### src/rtl/calc_pkg.sv
// Shared calculator definitions: sequencer states, converter states and
// active-low seven-segment patterns ({g,f,e,d,c,b,a}).
package calc_pkg;

  typedef enum logic [2:0] {
    S0_IDLE      = 3'd0,
    S1_OP1       = 3'd1,
    S2_OP1_WR    = 3'd2,
    S3_OP2       = 3'd3,
    S4_OP2_WR    = 3'd4,
    S5_CALCULATE = 3'd5
  } state_t;

  typedef logic [1:0] cv_state_t;
  localparam cv_state_t CV_IDLE   = 2'd0;
  localparam cv_state_t CV_SHIFT  = 2'd1;
  localparam cv_state_t CV_COMMIT = 2'd2;

  localparam logic [6:0] SEG_BLANK = 7'b1111111;
  localparam logic [6:0] SEG_MINUS = 7'b0111111;

  function automatic logic [6:0] seg7_digit(input logic [3:0] d);
    case (d)
      4'd0:    seg7_digit = 7'b1000000;
      4'd1:    seg7_digit = 7'b1111001;
      4'd2:    seg7_digit = 7'b0100100;
      4'd3:    seg7_digit = 7'b0110000;
      4'd4:    seg7_digit = 7'b0011001;
      4'd5:    seg7_digit = 7'b0010010;
      4'd6:    seg7_digit = 7'b0000010;
      4'd7:    seg7_digit = 7'b1111000;
      4'd8:    seg7_digit = 7'b0000000;
      4'd9:    seg7_digit = 7'b0010000;
      default: seg7_digit = SEG_BLANK;
    endcase
  endfunction

endpackage

### src/rtl/calc_display_bin2bcd.sv
// Sequential double-dabble: one add-3/shift step per cycle, result held in
// bcd from the commit edge until the next commit.
module bin2bcd
  import calc_pkg::*;
#(
  parameter int WIDTH = 8,
  parameter int NDIG  = 3
) (
  input  logic                clk,
  input  logic                reset,
  input  logic                load,
  input  logic [WIDTH-1:0]    bin,
  output logic                busy,
  output logic                done,
  output logic                commit,
  output logic [4*NDIG-1:0]   bcd
);

  localparam int IW = $clog2(WIDTH + 1);

  cv_state_t         cv_state;
  logic [4*NDIG-1:0] scratch;
  logic [4*NDIG-1:0] adj;
  logic [WIDTH-1:0]  shreg;
  logic [IW-1:0]     iter;

  assign busy   = (cv_state != CV_IDLE);
  assign commit = (cv_state == CV_COMMIT);

  // Add-3 correction of every BCD nibble that would overflow on the shift
  always_comb begin
    adj = scratch;
    for (int unsigned i = 0; i < NDIG; i++) begin
      if (scratch[4*i +: 4] >= 4'd5)
        adj[4*i +: 4] = scratch[4*i +: 4] + 4'd3;
    end
  end

  // Converter FSM: accept load only when idle, shift WIDTH times, commit
  always_ff @(posedge clk or posedge reset) begin
    if (reset) begin
      cv_state <= CV_IDLE;
      scratch  <= '0;
      shreg    <= '0;
      iter     <= '0;
      bcd      <= '0;
      done     <= 1'b0;
    end else begin
      done <= 1'b0;
      case (cv_state)
        CV_IDLE: begin
          if (load) begin
            shreg    <= bin;
            scratch  <= '0;
            iter     <= '0;
            cv_state <= CV_SHIFT;
          end
        end
        CV_SHIFT: begin
          {scratch, shreg} <= {adj, shreg} << 1;
          iter             <= iter + 1'b1;
          if (iter == IW'(WIDTH - 1))
            cv_state <= CV_COMMIT;
        end
        CV_COMMIT: begin
          bcd      <= scratch;
          done     <= 1'b1;
          cv_state <= CV_IDLE;
        end
        default: cv_state <= CV_IDLE;
      endcase
    end
  end

endmodule

### src/rtl/calc_display.sv
// Signed value presenter: sign/magnitude front end, BCD conversion,
// multiplexed active-low four-digit seven-segment display.
module calc_display
  import calc_pkg::*;
#(
  parameter int WIDTH       = 8,
  parameter int DIGITS      = 4,
  parameter int SCAN_CYCLES = 50000
) (
  input  logic              clk,
  input  logic              reset,
  input  logic [2:0]        state,
  input  logic [WIDTH-1:0]  value,
  input  logic              load,
  output logic              busy,
  output logic              done,
  output logic [DIGITS-1:0] an,
  output logic [6:0]        seg,
  output logic              dp_n
);

  localparam int NDIG = DIGITS - 1;
  localparam int CW   = (SCAN_CYCLES > 1) ? $clog2(SCAN_CYCLES) : 1;
  localparam int IW   = (DIGITS > 1) ? $clog2(DIGITS) : 1;

  logic [WIDTH-1:0]  mag;
  logic              accept;
  logic              commit;
  logic              sign_pend;
  logic              disp_sign;
  logic [4*NDIG-1:0] disp_bcd;
  logic [CW-1:0]     scan_cnt;
  logic [IW-1:0]     idx;
  logic [NDIG-1:0]   shown;
  logic              seen;
  logic [6:0]        seg_nx;
  logic [DIGITS-1:0] an_nx;
  logic              dp_nx;

  assign accept = load & ~busy;
  // Two's-complement negate; the most negative input maps to 2^(WIDTH-1) unsigned
  assign mag    = value[WIDTH-1] ? (~value + WIDTH'(1)) : value;

  bin2bcd #(.WIDTH(WIDTH), .NDIG(NDIG)) u_bin2bcd (
    .clk    (clk),
    .reset  (reset),
    .load   (load),
    .bin    (mag),
    .busy   (busy),
    .done   (done),
    .commit (commit),
    .bcd    (disp_bcd)
  );

  // Sign travels alongside the conversion and is committed with the digits
  always_ff @(posedge clk or posedge reset) begin
    if (reset) begin
      sign_pend <= 1'b0;
      disp_sign <= 1'b0;
    end else begin
      if (accept) sign_pend <= value[WIDTH-1];
      if (commit) disp_sign <= sign_pend;
    end
  end

  // Scan timer: hold each digit SCAN_CYCLES clocks, then advance the index
  always_ff @(posedge clk or posedge reset) begin
    if (reset) begin
      scan_cnt <= '0;
      idx      <= '0;
    end else if (scan_cnt == CW'(SCAN_CYCLES - 1)) begin
      scan_cnt <= '0;
      idx      <= (idx == IW'(DIGITS - 1)) ? '0 : idx + 1'b1;
    end else begin
      scan_cnt <= scan_cnt + 1'b1;
    end
  end

  // Digit decode with leading-zero blanking; digit 0 is always shown
  always_comb begin
    seen  = 1'b0;
    shown = '0;
    for (int unsigned i = 0; i < NDIG; i++) begin
      seen               = seen | (disp_bcd[4*(NDIG-1-i) +: 4] != 4'd0);
      shown[NDIG-1-i]    = seen | (i == NDIG - 1);
    end
    seg_nx = SEG_BLANK;
    if (idx == IW'(DIGITS - 1)) begin
      seg_nx = disp_sign ? SEG_MINUS : SEG_BLANK;
    end else begin
      for (int unsigned i = 0; i < NDIG; i++) begin
        if (idx == IW'(i) && shown[i])
          seg_nx = seg7_digit(disp_bcd[4*i +: 4]);
      end
    end
    an_nx = (state == S0_IDLE) ? '1 : ~(DIGITS'(1) << idx);
    dp_nx = ~((idx == '0) && (state == S2_OP1_WR || state == S4_OP2_WR));
  end

  // Registered display outputs
  always_ff @(posedge clk or posedge reset) begin
    if (reset) begin
      an   <= '1;
      seg  <= SEG_BLANK;
      dp_n <= 1'b1;
    end else begin
      an   <= an_nx;
      seg  <= seg_nx;
      dp_n <= dp_nx;
    end
  end

endmodule
### config.mk
export PLATFORM = sky130hd
export DESIGN_NAME = calc_display
export DESIGN_NICKNAME = d
export VERILOG_FILES = /design/src/rtl/calc_pkg.sv /design/src/rtl/calc_display_bin2bcd.sv /design/src/rtl/calc_display.sv
export SDC_FILE = /design/constraint.sdc
export NUM_CORES = 1
export LEC_CHECK = 0
export ABC_AREA = 1
export CAP_MARGIN = 25
export CORE_MARGIN = 2
export CORE_UTILIZATION = 59
export CTS_BUF_LIST = sky130_fd_sc_hd__clkbuf_8 sky130_fd_sc_hd__clkbuf_16
export DETAILED_ROUTE_END_ITERATION = 6
export PLACE_DENSITY = 0.89
export SLEW_MARGIN = 20
export SYNTH_ARGS = -nofsm -noshare
export SYNTH_HDL_FRONTEND = slang
export SYNTH_SLANG_ARGS = --single-unit
### constraint.sdc
create_clock -name clk -period 2.7 [get_ports clk]
set_input_delay 0.54 -clock clk [delete_from_list [all_inputs] [get_ports clk]]
set_output_delay 0.54 -clock clk [all_outputs]
set_load 0.02 [all_outputs]
* Word level (Yosys, flattened, before mapping)
Memory sizes are Yosys's and may differ from the RTL's. Cells that the tools add are included.
Operators by class: add/sub/neg operators 7, $lt $le $gt $ge 3, eq/ne operators 11, shift-type cells 1, multiplexer cells 22, bitwise logic cells 6, reductions and logical operators 13
Operators with widths (number):
- 2-to-1 mux 7 bit | 5
- one-hot mux 12 bit (2 select lines) | 1
- adder 16 x 1 -> 16 bit, second input constant | 1
- == test 16 bit, second input constant | 1
- 2-to-1 mux 16 bit | 1
- 2-to-1 mux 4 bit | 4
- 2-to-1 mux 8 bit | 2
- one-hot mux 8 bit (2 select lines) | 1
- greater-or-equal comparator 4 x 3 -> 1 bit, second input constant | 3
- 2-to-1 mux 12 bit | 1
- adder 4 x 2 -> 4 bit, second input constant | 2
- adder 8 x 1 -> 8 bit, second input constant | 1
- inverter 8 bit | 1
- one-hot mux 4 bit (2 select lines) | 1
- nonzero test 4 bit | 2
- == test 2 bit, second input constant | 3
- 2-to-1 mux 2 bit | 3
- adder 4 x 1 -> 4 bit, second input constant | 1
- == test 2 x 1 -> 1 bit, second input constant | 2
- == test 4 x 3 -> 1 bit, second input constant | 1
- zero test 2 bit | 2
- inverter 4 bit | 1
- one-hot mux 2 bit (2 select lines) | 1
- AND reduction 2 bit | 2
- 16 further kinds | 20
Word-level totals: flip-flop bits (word level) 71, ROM bits 336, input bits 14, output and inout port bits 14, logic and storage cells 79, memories 3
Memory list:
- (no name shown) | words 16, width 7, rd ports 1, clocked after Yosys merged registers in 0, wr ports 0, RTL line calc_pkg.sv:23 | case (d)
- (no name shown) | words 16, width 7, rd ports 1, clocked after Yosys merged registers in 0, wr ports 0, RTL line calc_pkg.sv:23
- (no name shown) | words 16, width 7, rd ports 1, clocked after Yosys merged registers in 0, wr ports 0, RTL line calc_pkg.sv:23

* Logic depth before layout (Yosys ltp)
Gate-level depths: netlist of run 1.
depth after elaboration 6, gate-level depth with buffers 9, mapped depth without buffers 9

* By module
Synthesis of run 1 repeated with hierarchy kept, for this count alone.
Unflattened totals: cell total of the unflattened synthesis 526, area total of the unflattened synthesis 4154.0 µm²
Modules (own cells, without submodules):
- calc_display | instances 1, cells an instance 310, area each 2294.7 µm², sequential area each 815.8 µm²
- bin2bcd | instances 1, cells an instance 216, area each 1859.3 µm², sequential area each 975.9 µm²

* Worst setup path after synthesis of run 1
No wires, ideal clock.
path type register -> register, from register u_bin2bcd.scratch[0], to register u_bin2bcd.scratch[2], setup time 0.126 ns, arrival time 1.266 ns, data required time 2.574 ns, setup slack 1.309 ns, stages on the path, launching flop included 9, buffers on the path 0, clock period less this slack 1.391 ns, cell sequence dfrtp_1 -> inv_1 -> ha_1 -> inv_1 -> nor2_1 -> o21ai_0 -> a21oi_1 -> o21ai_0 -> o21ai_2
On the way: cells in the longest elaborated chain, start to end 3, elaborated cells between the ends (all ways) 4, classes of those cells 1 x add/sub; 1 x order compare; 2 x mux
Ends and longest elaborated chain:
- start, declared | RTL line calc_display_bin2bcd.sv:22 | logic [4*NDIG-1:0] scratch;
- start signal, assigned | RTL line calc_display_bin2bcd.sv:60 | {scratch, shreg} <= {adj, shreg} << 1;
- adder 4 x 2 -> 4 bit / greater-or-equal comparator 4 x 3 -> 1 bit (equally long branches) | RTL line calc_display_bin2bcd.sv:35, calc_display_bin2bcd.sv:34
- 2-to-1 mux 4 bit (*) | RTL line calc_display_bin2bcd.sv:34 | if (scratch[4*i +: 4] >= 4'd5)
- one-hot mux 12 bit (2 select lines) (*) | RTL line calc_display_bin2bcd.sv:50 | case (cv_state)
Mark *: on every way between the ends. The rest lies on a longest branch, timed or not. A chain may end at the register's enable or synchronous reset.

* Final worst setup path of run 1
from register u_bin2bcd.cv_state[1], to output port busy
On the way: cells in the longest elaborated chain, start to end 1
Ends and longest elaborated chain:
- start, declared | RTL line calc_display_bin2bcd.sv:21 | cv_state_t cv_state;
- start signal, assigned | RTL line calc_display_bin2bcd.sv:42 | cv_state <= CV_IDLE;
- start signal, assigned | RTL line calc_display_bin2bcd.sv:56 | cv_state <= CV_SHIFT;
- start signal, assigned | RTL line calc_display_bin2bcd.sv:63 | cv_state <= CV_COMMIT;
- nonzero test 2 bit | RTL line calc_display_bin2bcd.sv:27 | assign busy = (cv_state != CV_IDLE);
- end, declared | RTL line calc_display.sv:15 | output logic busy,
No other way between the ends.

==> metrics.md, run 1 <==
| Metric | Value |
|---|---|
| Status | `finished clean` |
| Reg-to-Reg Start | `u_bin2bcd.scratch[0]$_DFFE_PP0P_` |
| Max_cap viols | `0` |
| CP cell instances | `inv_2 > nand2_1 > clkdlybuf4s50_1` |
| Area leader, netlist | `sky130_fd_sc_hd__dfrtp_1` |
| Floorplan die height | `87.8 um` |
| Post-route cell area | `4700 um2` |
| Kind of start point of the critical path | `flip-flop` |
| Clock Skew | `0.00955 ns` |
| Hold WC Path Type | `reg -> reg` |
| Sequential share of the synthesized area | `43.2%` |
| IO Count | `28` |
| Total congestion overflow | `0` |
| Standard cell core area | `6790 um2` |
| Count of distinct cell types in the synthesized netlist | `36` |
| Number of antenna repair diodes | `0` |
| Highest net fanout along the worst path | `3` |
| Total standard cell area after synthesis | `4150 um2` |
| Leak | `0.00227 uW` |
| H-tree Lvls | `3` |
| DRC marker count from the first detailed-route iteration | `164` |
| Number of global-route vias before repair | `3,421` |
| Worst Path Required | `2.16 ns` |
| Max Transition Viols Final | `0` |
| Area enclosed by the die boundary | `7720 um2` |
| Number of enable flip-flop cells after synthesis | `0` |
| Area used by sequential logic in the layout | `1790 um2` |
| Highest attainable clock frequency | `0.492 GHz` |
| Number of I/O port buffers | `27` |
| Max rail drop VDD | `0.679 mV` |
| Tcrit/Tclk final | `75.3%` |
| Met3 track utilization from global routing | `4.52%` |
| Sinks on the clock net | `71` |
| Area growth from synthesis to final layout | `13.3%` |
| Critical path endpoint | `busy` |
| Endpoints failing setup | `0` |
| Post-route non-filler standard cell count | `635` |
| CTS hold repair buffers | `0` |
| Remaining max-slew budget at the tightest pin | `57.1%` |
| Worst-skew pair later-pin latency | `0.36 ns` |
| Core Rows | `30` |
| Global-route total usage across every layer | `24.3%` |
| Standard cell with the maximum stage delay on the critical path | `sky130_fd_sc_hd__clkdlybuf4s50_1` |
| Post-CTS clock slew at the launch and capture registers of the worst setup and hold paths | `0.07 ns` |
| Total DRC errors in the routed layout | `0` |
| Transition time at the pin with the least slew margin | `0.643 ns` |
| Root Driver | `sky130_fd_sc_hd__clkbuf_8` |
| Number of cells after detailed placement | `619` |
| PnR Total Power | `4420 uW` |
| Final hold slack | `0.464 ns` |
| Die Wd | `87.8 um` |
| Top library cells by usage in the layout, fill and taps aside | `sky130_fd_sc_hd__nand2_1, sky130_fd_sc_hd__inv_1, sky130_fd_sc_hd__dfrtp_1` |
| Worst reg-to-reg path cell count | `8` |
| Half-perimeter wire length after placement | `6210 um` |
| Clock buffer count from CTS | `9` |
| Count of synthesis-stage warnings from yosys | `0` |
| Multi-input gate area | `1990 um2` |
| Category of the critical setup timing path | `reg -> out` |
| Share of Yosys cell area claimed by the top area cell type | `35.6%` |
| Setup TNS Final | `0 ns` |
| Launch point of the worst path | `u_bin2bcd.cv_state[1]$_DFFE_PP0P_` |
| Post-route antenna net violation count | `0` |
| Number of filler cells placed in the layout | `541` |
| Final hold viol count | `0` |
| Busiest metal layer after global routing | `met2` |
| Crit path arrival time | `1.49 ns` |
| NumNets Final | `576` |
| Buffer depth of the longest clock path | `2` |
| TritonCTS clock tree | `built` |
| Synth Area per Inst | `8.30 um2` |
| Vias post-DR | `3,424` |
| Via density per instance | `5.39` |
| Unrepaired setup endpoints after global routing | `false` |
| PwrDens | `940 nW/um2` |
| Post-CTS Setup Inserts | `0` |
| First-pass GRT wire length | `14,700 um` |
| Drt wl/cell | `13.2 um` |
| Hold Path Depth | `1` |
| Share of synthesized flip-flops with an asynchronous set or reset | `100%` |
| Routability congestion estimate | `0.839` |
| Initial Utilization | `61.0%` |
| Cells resized by post-CTS repair | `0` |
| Drt first pass iters | `4` |
| Share of post-route cells with drive strength above 1 | `13.5%` |
| Most used flip-flop cell after synthesis | `sky130_fd_sc_hd__dfrtp_1` |
| Worst hold start | `scan_cnt[0]$_DFF_PP0_` |
| Flop2flop setup slack | `1.05 ns` |
| Most common cell after layout, fill and taps aside | `sky130_fd_sc_hd__nand2_1` |
| Largest net degree at the start of global routing | `33` |
| Global Route met2 Usage | `41.0%` |
| Max incr delay on CP | `0.60 ns` |
| Worst Setup End Kind | `output port` |
| R2r endpoint | `u_bin2bcd.scratch[2]$_DFFE_PP0P_` |
| Min Clock Period, post-route | `2.03 ns` |
| Mapped Cells | `500` |
| Most area-consuming cells after synthesis | `sky130_fd_sc_hd__dfrtp_1, sky130_fd_sc_hd__nand2_1, sky130_fd_sc_hd__ha_1` |
| Initial antenna violation count | `0` |
| Placed cell areas | `4500 um2` |
| Number of flip-flops and latches in the synthesized netlist | `71` |
| Final WL | `8390 um` |
| Met1 Resource Use GR | `29.9%` |
| Syn nets | `542` |
kinds of logic after synthesis:
| logic type | synth area share (%) |
|---|---|
| flops | 43.2 |
| fa+ha+maj | 8.45 |
| mux | 0.513 |
| xor+xnor | 2.32 |
| buf+inv | 8.75 |
| compound gates | 14.9 |
| simple gates | 21.8 |
how the worst min path moves through the flow:
stage                                  endpoint  slack, ns
after floorplan           scan_cnt[0]$_DFF_PP0_       0.43
after global placement    scan_cnt[0]$_DFF_PP0_       0.45
after detailed placement  scan_cnt[0]$_DFF_PP0_       0.46
after CTS                 scan_cnt[0]$_DFF_PP0_       0.47
after global routing      scan_cnt[0]$_DFF_PP0_       0.50
final                     scan_cnt[0]$_DFF_PP0_       0.46
power breakdown:
group | switching [uW] | internal, uW
clock | 400 | 469
sequential | 253 | 1410
combinational | 1150 | 738
total | 1810 | 2610
cell usage after synthesis, types with 6 or more instances:
cell type / n
sky130_fd_sc_hd__o21ai_2: 7
sky130_fd_sc_hd__dfrtp_1: 59
sky130_fd_sc_hd__nand2_1: 95
sky130_fd_sc_hd__nor3_1: 7
sky130_fd_sc_hd__nand3_1: 30
sky130_fd_sc_hd__dfstp_2: 12
sky130_fd_sc_hd__inv_2: 10
sky130_fd_sc_hd__ha_1: 28
sky130_fd_sc_hd__inv_1: 62
sky130_fd_sc_hd__a21oi_1: 27
sky130_fd_sc_hd__o21ai_1: 8
sky130_fd_sc_hd__xor2_1: 10
sky130_fd_sc_hd__a22oi_1: 6
sky130_fd_sc_hd__nor2_1: 42
sky130_fd_sc_hd__o21ai_0: 48
routing by layer:
metal	vias up	share of wire, %
met2	97	50
met1	1611	43
li1	1697	-
met3	19	4.7
met5	-	0
met4	0	2.4
cell type report:
type,instances,area share (%)
multi-input combinational,347,42.4
sequential,71,38.1
timing repair buffer,31,6.39
inverter,74,6.25
clock buffer,11,3.22
tap,96,2.56
clock inverter,5,1.06
registers in the layout (all words and copies together) (netlist names):
signal	flops
dp_n	1
u_bin2bcd.scratch	12
sign_pend	1
an	4
u_bin2bcd.cv_state	2
disp_sign	1
seg	7
u_bin2bcd.iter	4
u_bin2bcd.shreg	8
u_bin2bcd.done	1
scan_cnt	16
idx	2
u_bin2bcd.bcd	12
stage by stage:
stage               util [%]  worst slack, ns
floorplan                  -            0.383
global route            69.2            0.619
finish                  69.2            0.666
CTS                     69.2            0.651
global placement        66.2            0.780
detailed placement      66.2            0.742
critical path, delay by kind of cell (launching register included):
| kind | cells | cell delay, ns |
|---|---|---|
| and+or+nand+nor | 1 | 0.06 |
| DFF | 1 | 0.41 |
| buffers and inverters | 2 | 0.68 |
(Power assumes the default switching activity.)
==> inputs of run 2 (changes only) <==
Clock period 2.7 ns to 2.1 ns, I/O delays scaled along.
==> run 2 against run 1 <==
Register-to-register slack got worse by 0.61 ns. Flip-flop and latch count is the same. Die area is the same. Clock power grew 27%. Sequential power is 29% higher. Final cell count unchanged. Critical path type unchanged. Critical endpoint unchanged. Largest power group unchanged. Highest routed layer unchanged.
==> metrics.md, run 2 (synthesis gave the netlist of run 1 again) <==
| Metric | Value |
|---|---|
| Root Driver | `sky130_fd_sc_hd__clkbuf_8` |
| Crit path arrival time | `1.49 ns (about the same)` |
| Gate family responsible for the most delay along the worst path | `buffers and inverters` |
| Via density per instance | `5.38 (-0.20%)` |
| Number of global-route vias before repair | `3,294 (-3.7%)` |
| Final hold slack | `0.423 ns (-0.0413 ns)` |
| Core Rows | `30 (unchanged)` |
| Max incr delay on CP | `0.60 ns (about the same)` |
| Min Clock Period, post-route | `1.91 ns` |
| Floorplan die height | `87.8 um (unchanged)` |
| Unrepaired setup endpoints after global routing | `false` |
| Most common cell after layout, fill and taps aside | `sky130_fd_sc_hd__nand2_1` |
| Cell-internal power | `3340 uW (+28%)` |
| Worst Path Required | `1.68 ns (-0.48 ns)` |
| Final core area utilization | `69.4% (+0.20 points)` |
| Register share of total power | `37.4% (about the same)` |
| Worst setup slack after placement | `0.230 ns (-0.512 ns)` |
| Post-CTS Setup Inserts | `0 (unchanged)` |
| Worst-skew pair later-pin latency | `0.34 ns (-0.02 ns)` |
| CP cell instances | `inv_2 > nand2_1 > clkdlybuf4s50_1` |
| Sinks on the clock net | `71 (unchanged)` |
| R2r endpoint | `u_bin2bcd.scratch[6]$_DFFE_PP0P_` |
| First-pass GRT wire length | `14,200 um (-3.2%)` |
| Area enclosed by the die boundary | `7720 um2 (unchanged)` |
| H-tree Lvls | `3 (unchanged)` |
| PwrDens | `1210 nW/um2 (+29%)` |
| Highest net fanout along the worst path | `3 (unchanged)` |
| Clock share of power | `19.2% (-0.5 points)` |
| Tcrit/Tclk final | `90.8%` |
| IO Count | `28 (unchanged)` |
| Clock Skew | `0.0117 ns (+0.00218 ns)` |
| Clock buffer count from CTS | `9 (unchanged)` |
| NumNets Final | `576 (unchanged)` |
| Post-route antenna net violation count | `0 (unchanged)` |
| Switching part of the total | `41.6% (+0.75 points)` |
| Comb power frac | `43.4% (+0.6 points)` |
| Reg-to-Reg Start | `u_bin2bcd.scratch[4]$_DFFE_PP0P_` |
| Number of I/O port buffers | `27 (unchanged)` |
| Worst reg-to-reg path cell count | `8 (unchanged)` |
| Standard cell core area | `6790 um2 (unchanged)` |
| Transition time at the pin with the least slew margin | `0.497 ns (-0.146 ns)` |
| Max Transition Viols Final | `0 (unchanged)` |
| Initial antenna violation count | `0 (unchanged)` |
| Drt first pass iters | `5 (+1)` |
| Routability congestion estimate | `0.887 (+5.8%)` |
| Setup TNS Final | `0 ns (unchanged)` |
| Initial Utilization | `61.0% (unchanged)` |
| Remaining max-slew budget at the tightest pin | `66.8% (+9.7 points)` |
| Final worst slack | `0.192 ns (-0.474 ns)` |
| Final WL | `8140 um (-3.1%)` |
| Kind of start point of the critical path | `flip-flop` |
| Top library cells by usage in the layout, fill and taps aside | `sky130_fd_sc_hd__nand2_1, sky130_fd_sc_hd__inv_1, sky130_fd_sc_hd__dfrtp_1` |
| Worst Setup End Kind | `output port` |
| Category of the critical setup timing path | `reg -> out` |
| Buffer depth of the longest clock path | `2 (unchanged)` |
| Register bank with the most flops | `scan_cnt` |
| Area growth from synthesis to final layout | `13.7%` |
| Vias post-DR | `3,417 (-0.20%)` |
| Critical path depth in cells | `3 (unchanged)` |
| Post-CTS clock slew at the launch and capture registers of the worst setup and hold paths | `0.08 ns (about the same)` |
| Highest attainable clock frequency | `0.524 GHz` |
| Status | `finished clean` |
| Cells resized by post-CTS repair | `0 (unchanged)` |
| Largest net degree at the start of global routing | `28 (-15%)` |
| Total net switching power | `2380 uW (+32%)` |
| Total DRC errors in the routed layout | `0 (unchanged)` |
| TritonCTS clock tree | `built` |
| Number of flip-flops in the largest register | `16 (unchanged)` |
| Share of post-route cells with drive strength above 1 | `13.9% (+0.37 points)` |
| Buf/Inv on CP | `2 (unchanged)` |
| Drt wl/cell | `12.8 um (-3.1%)` |
| Global-route total usage across every layer | `23.3% (-0.94 points)` |
| Die Wd | `87.8 um (unchanged)` |
| Total congestion overflow | `0 (unchanged)` |
| Final hold viol count | `0 (unchanged)` |
| Hold WC Path Type | `in -> async` |
| Flop2flop setup slack | `0.44 ns (-0.61 ns)` |
| Max_cap viols | `0 (unchanged)` |
| Standard cell with the maximum stage delay on the critical path | `sky130_fd_sc_hd__clkdlybuf4s50_1` |
| Max rail drop VDD | `0.711 mV (+4.7%)` |
| Biggest regs | `scan_cnt x16, u_bin2bcd.bcd x12, u_bin2bcd.scratch x12` |
| Endpoints failing setup | `0 (unchanged)` |
| Number of antenna repair diodes | `0 (unchanged)` |
| Half-perimeter wire length after placement | `5970 um (-3.8%)` |
| DRC marker count from the first detailed-route iteration | `186 (+13%)` |
| Leak | `0.00226 uW (-0.24%)` |
| CTS hold repair buffers | `0 (unchanged)` |
## run 2: power by group through the flow
stage / clock (uW) / combinational (uW) / sequential, uW
5_1_grt: 1170 / 2810 / 2190
3_3_place_gp: 0 / 2290 / 2130
2_1_floorplan: 0 / 1880 / 2140
4_1_cts: 1110 / 2470 / 2140
6_report: 1100 / 2480 / 2140
3_5_place_dp: 0 / 2420 / 2150
## run 2: area by class of cell
cell class / count / area, um2
Timing Repair Buffer: 31 / 313
Tap cell: 96 / 120
Inverter: 74 / 298
Clock inverter: 6 / 61.3
Sequential cell: 71 / 1790
Fill cell: 515 / 2080
Multi-Input combinational cell: 347 / 1990
Clock buffer: 10 / 138
## run 2: worst max-delay path by stage
stage | startpoint | end
2_1_floorplan | u_bin2bcd.scratch[0]$_DFFE_PP0P_ | u_bin2bcd.scratch[2]$_DFFE_PP0P_
3_3_place_gp | load | u_bin2bcd.shreg[1]$_DFFE_PP0P_
3_5_place_dp | load | u_bin2bcd.shreg[1]$_DFFE_PP0P_
4_1_cts | u_bin2bcd.cv_state[1]$_DFFE_PP0P_ | busy
5_1_grt | u_bin2bcd.cv_state[1]$_DFFE_PP0P_ | busy
6_report | u_bin2bcd.cv_state[1]$_DFFE_PP0P_ | busy
## run 2: layer usage
layer	vias to the layer above	wire length (um)	share of wire, %	track usage, %
li1	1696	-	-	-
met1	1608	3630	45	29.2
met2	98	4040	50	40.1
met3	15	351	4.3	5.28
met4	0	114	1.4	7.55
met5	-	0	0	0
## run 2: metrics by stage
| stage | power (uW) | instance area [um2] | cells |
|---|---|---|---|
| 3_3_place_gp | 4420 | 4520 | 619 |
| 4_1_cts | 5710 | 4710 | 635 |
| 5_1_grt | 6170 | 4710 | 635 |
| 3_5_place_dp | 4580 | 4520 | 619 |
| 2_1_floorplan | 4010 | 4150 | 500 |
| 6_report | 5730 | 4710 | 635 |
